--- config.mk ---
export PLATFORM = sky130hd
export DESIGN_NAME = fetch_ctrl
export DESIGN_NICKNAME = d
export VERILOG_FILES = /design/src/rtl/fetch_pkg.sv /design/src/rtl/pc_next.sv /design/src/rtl/fetch_ctrl.sv
export SDC_FILE = /design/constraint.sdc
export NUM_CORES = 1
export LEC_CHECK = 0
export ABC_AREA = 1
export BUFFER_PORTS_ARGS = -buffer_cell sky130_fd_sc_hd__buf_2
export CORE_MARGIN = 2
export CORE_UTILIZATION = 40
export DETAILED_ROUTE_END_ITERATION = 12
export HOLD_SLACK_MARGIN = 0.05
export PLACE_DENSITY = 0.65
export SLEW_MARGIN = 10
export SYNTH_ARGS = -nofsm -noshare
export SYNTH_HDL_FRONTEND = slang
export SYNTH_HIERARCHICAL = 1
export SYNTH_SLANG_ARGS = --single-unit
--- constraint.sdc ---
create_clock -name clk -period 2.28 [get_ports clk]
set_clock_uncertainty 0.15 [all_clocks]
set_input_delay 0.342 -clock clk [delete_from_list [all_inputs] [get_ports clk]]
set_output_delay 0.342 -clock clk [all_outputs]
set_load 0.02 [all_outputs]
--- src/rtl/fetch_pkg.sv ---
// Shared fetch-controller types and constants: state encoding, PC increment, halt opcode.
// Pure declarations; no logic, no latency, no flow control.
package fetch_pkg;

    typedef enum logic [2:0] {
        ST_IDLE  = 3'd0,
        ST_FETCH = 3'd1,
        ST_WAIT  = 3'd2,
        ST_EXEC  = 3'd3,
        ST_HALT  = 3'd4
    } state_t;

    localparam logic [31:0] PC_STEP       = 32'd4;
    localparam logic [31:0] HALT_CODE_DEF = 32'hFFFF_FFFF;

endpackage

--- src/rtl/pc_next.sv ---
// Next-PC select: sequential increment (mod 2^32) or word-aligned branch target.
// Purely combinational, zero latency, no flow control.
module pc_next
    import fetch_pkg::*;
(
    input  logic [31:0] pc_i,
    input  logic        branch_i,
    input  logic [31:0] target_i,
    output logic [31:0] next_o
);

    logic [31:0] target_aligned;

    assign target_aligned = target_i & ~32'h3;
    assign next_o         = branch_i ? target_aligned : pc_i + PC_STEP;

endmodule

--- src/rtl/fetch_ctrl.sv ---
// Instruction-fetch sequencer: FETCH/WAIT/EXEC per word, 3-cycle minimum period.
// stall holds EXEC indefinitely; a HALT_CODE word parks the controller until reset.
module fetch_ctrl
    import fetch_pkg::*;
#(
    parameter int unsigned ADDR_W    = 6,
    parameter logic [31:0] RESET_PC  = 32'h0000_0000,
    parameter logic [31:0] HALT_CODE = HALT_CODE_DEF
) (
    input  logic              clk,
    input  logic              rst,
    input  logic              run,
    input  logic              step,
    input  logic              stall,
    input  logic              branch_valid,
    input  logic [31:0]       branch_target,
    input  logic [31:0]       rom_data,
    output logic              rom_rd_en,
    output logic [ADDR_W-1:0] rom_addr,
    output logic [31:0]       pc,
    output logic [31:0]       ir,
    output logic              ir_valid,
    output logic              halted,
    output logic [15:0]       fetch_cnt
);

    state_t      state_q, state_d;
    logic [31:0] pc_q, pc_d, pc_nxt;
    logic [31:0] ir_q, ir_d;
    logic [15:0] fetch_cnt_q, fetch_cnt_d;
    logic        rd_en_q, rd_en_d;
    logic        valid_q, valid_d;
    logic        halted_q, halted_d;
    logic        is_halt_word;
    logic        retire;

    assign is_halt_word = (rom_data == HALT_CODE);
    assign retire       = (state_q == ST_EXEC) && !stall;

    pc_next u_pc_next (
        .pc_i     (pc_q),
        .branch_i (branch_valid),
        .target_i (branch_target),
        .next_o   (pc_nxt)
    );

    always_ff @(posedge clk or negedge rst) begin
        if (!rst) state_q <= ST_IDLE;
        else      state_q <= state_d;
    end

    always_comb begin
        state_d = state_q;
        case (state_q)
            ST_IDLE:  if (run || step) state_d = ST_FETCH;
            ST_FETCH: state_d = ST_WAIT;
            ST_WAIT:  state_d = is_halt_word ? ST_HALT : ST_EXEC;
            ST_EXEC:  if (!stall) state_d = run ? ST_FETCH : ST_IDLE;
            ST_HALT:  state_d = ST_HALT;
            default:  state_d = ST_IDLE;
        endcase
    end

    // Outputs are computed one cycle early so every strobe leaves a flop.
    always_comb begin
        rd_en_d     = (state_d == ST_FETCH);
        valid_d     = (state_q == ST_WAIT) && !is_halt_word;
        halted_d    = halted_q || ((state_q == ST_WAIT) && is_halt_word);
        ir_d        = (state_q == ST_WAIT) ? rom_data : ir_q;
        pc_d        = retire ? pc_nxt : pc_q;
        fetch_cnt_d = retire ? fetch_cnt_q + 16'd1 : fetch_cnt_q;
    end

    always_ff @(posedge clk or negedge rst) begin
        if (!rst) begin
            pc_q        <= RESET_PC;
            ir_q        <= 32'h0;
            fetch_cnt_q <= 16'h0;
            rd_en_q     <= 1'b0;
            valid_q     <= 1'b0;
            halted_q    <= 1'b0;
        end else begin
            pc_q        <= pc_d;
            ir_q        <= ir_d;
            fetch_cnt_q <= fetch_cnt_d;
            rd_en_q     <= rd_en_d;
            valid_q     <= valid_d;
            halted_q    <= halted_d;
        end
    end

    assign rom_rd_en = rd_en_q;
    assign rom_addr  = pc_q[ADDR_W+1:2];
    assign pc        = pc_q;
    assign ir        = ir_q;
    assign ir_valid  = valid_q;
    assign halted    = halted_q;
    assign fetch_cnt = fetch_cnt_q;

endmodule

==> flow_metrics.env <==
export IMPL_yosys_area_top_type_share=0.432
export IMPL_clkSinkCount=86
export IMPL_static_leakage_power_nw=3.42
export IMPL_synth_seq_area_share=0.432
export IMPL_wl_per_cell_um=12.1
export IMPL_ir_drop_v=0.000384
export IMPL_final_hold_viol_count=0
export IMPL_setup_viol=0
export IMPL_drtAntennaViolNets=0
export IMPL_wl_um=12500
export IMPL_post_cts_buffers=0
export IMPL_first_pass_iters=5
export IMPL_die_height_um=116
export IMPL_tightest_slew_ps=735
export IMPL_num_antenna_cells=0
export IMPL_grt_pass1_wl_um=20800
export IMPL_post_place_ws_ps=492
export IMPL_rows=40
export IMPL_post_route_period_util=0.784
export IMPL_synthCells=714
export IMPL_cts_buffers=9
export IMPL_clock_fmax_mhz=560
export IMPL_slowest_stage="dfrtp_1"
export IMPL_vias_per_cell=4.55
export IMPL_core_area_um2=12100
export IMPL_cap_viol_max_count=0
export IMPL_synth_seq_cells=86
export IMPL_finish_instance_area_um2=6200
export IMPL_cts_buffer_depth=2
export IMPL_clkTransAtPathRegs_ps=60
export IMPL_criticalPathCategory="reg -> reg"
export IMPL_max_slew_margin=0.509
export IMPL_cts_tree="built"
export IMPL_antenna_found_initial=0
export IMPL_crit_arrival_ps=1870
export IMPL_io_pins=159
export IMPL_crit_path_end_kind="flip-flop"
export IMPL_startpoint_type="flip-flop"
export IMPL_layout_setup_ws_ps=493
export IMPL_cp_slowest_stage_delay_ps=430
export IMPL_crit_chain="ha_1 > nand2_2 > nor2_8 > nand2_4 > nor2_4 > nand3_1 > nand3_1 > nand2_1 > nand2_1 > nand2_1"
export IMPL_crit_path_max_fanout=7
export IMPL_cp_common_cell="nand2_1"
export IMPL_die_w_um=116
export IMPL_rsz0062_at_grt="no"
export IMPL_holdCritPathClass="in -> reg"
export IMPL_yosys_area_top_type="dfrtp_1"
export IMPL_p_per_area_nw_per_um2=499
export IMPL_globalplace_congestion=0.871
export IMPL_overflow=0
export IMPL_syn_area_um2=4990
export IMPL_track_usage=0.196
export IMPL_period_minus_slack_ps=1790
export IMPL_drcViolationCount=0
export IMPL_initial_core_util=0.412
export IMPL_status="finished clean"
export IMPL_cp_required_ps=2370
export IMPL_drv_slew=0
export IMPL_cts_repair_resized=0
export IMPL_dpl_cell_area_um2=5910
export IMPL_syn2layout_area_growth_pct=24.4
export IMPL_cts_root_buf="clkbuf_16"
export IMPL_hold_buffers=1
export IMPL_dr_wl_met2_um=5860
export IMPL_drtIter0Drc=194
export IMPL_grt_max_degree=87
export IMPL_first_global_vias=4287
export IMPL_drive_above_1_share=0.253
export IMPL_top_layer="met4"
export IMPL_ys_top_cells_by_area="dfrtp_1 43%, nand2_1 29%, nor2_1 4.4%"
export IMPL_p_total_mw=3.10
export IMPL_postSynthAreaPerCell_um2=6.98
export IMPL_yosysUniqueCellTypes=29
export IMPL_dp_cells=1018
export IMPL_yosys_warnings=6
export IMPL_tns_ps=0
export IMPL_fin_nets=934
export IMPL_design_die_area_um2=13400
export IMPL_fin_cells=1035
export IMPL_insertion_delay_ps=350
export IMPL_post_route_util=0.512
export IMPL_drt_met1_wl_um=5580
export IMPL_num_vias=4711
export IMPL_syn_num_nets=786
export IMPL_cts_htree_levels=3
export IMPL_io_buffers=156
export IMPL_wl_met3_um=881
export IMPL_dp_hpwl_um=9130
export IMPL_whs_ps=62.4
-- where the power goes --
| part | total [mW] | leakage, nW | internal, mW | switching [mW] |
|---|---|---|---|---|
| sequential | 1.53 | 1.01 | 1.53 | 0 |
| combinational | 0.156 | 2.27 | 0.0633 | 0.0922 |
| clock | 1.42 | 0.138 | 0.796 | 0.621 |
-- Yosys cell counts, drive strengths merged --
cell      n
o211ai    1
or2       3
nor3      5
nand3    40
ha        2
nand2   390
o21ai    13
nor2     79
xnor2     3
xor2     11
a21oi     4
clkbuf    8
dfrtp    86
inv      47
buf      18
and2      3
a31oi     1
-- worst max-delay path: cells and delay by family (launching register included) --
kind | cells | cell delay, ps
simple gates | 9 | 880
flops | 1 | 430
fa+ha+maj | 1 | 210
-- state kept, by name, indices dropped and copies added (netlist names) --
register / flops
pc: 32
fetch_cnt: 16
state_q: 3
ir: 32
ir_valid: 1
rom_rd_en: 1
halted: 1
-- layout make-up --
type                            count  area, um^2
Clock inverter                      5        33.8
Clock buffer                       11         253
Fill cell                        1280        5910
Inverter                           47         176
Timing Repair Buffer              163         863
Sequential cell                    86        2150
Tap cell                          168         210
Multi-Input combinational cell    555        2520
-- path summary, 6_finish.rpt --
path	startpoint	depth (start not counted)	slack, ps	endpoint
worst max register to register	pc[2]	10	490	pc[24]
worst min register to register	halted	2	310	halted
worst min-delay path	rom_data[11]	3	60	ir[11]
min in group asynchronous	rst	3	410	pc[1]
max in group asynchronous	rst	3	1180	pc[21]
worst max-delay path	pc[2]	10	490	pc[24]
-- cells in the final DEF, fill, tap and decap left out, drive strengths merged --
cell         synthesis  final
clkinvlp             0      2
ha                   2      2
nor2                79     79
a21oi                4      4
xor2                11     11
nor3                 5      5
a31oi                1      1
o211ai               1      1
nand3               40     40
clkinv               0      3
dfrtp               86     86
and2                 3      3
clkbuf               8     11
inv                 47     47
xnor2                3      3
buf                 18    162
or2                  3      3
o21ai               13     13
nand2              390    390
dlygate4sd3          0      1
-- metal layers --
layer	up-vias	global-route usage
met4	0	0.0786
li1	2463	-
met1	2088	0.255
met5	-	0
met3	15	0.0476
met2	145	0.318
-- cell families after synthesis --
| group | synth area share |
|---|---|
| and+or+nand+nor | 0.454 |
| DFF | 0.432 |
| adders and majority gates | 0.00502 |
| AOI/OAI and AO/OA | 0.0198 |
| xor gates and xnor gates | 0.0261 |
| buffers and inverters | 0.0640 |
(Power assumes the default switching activity.)
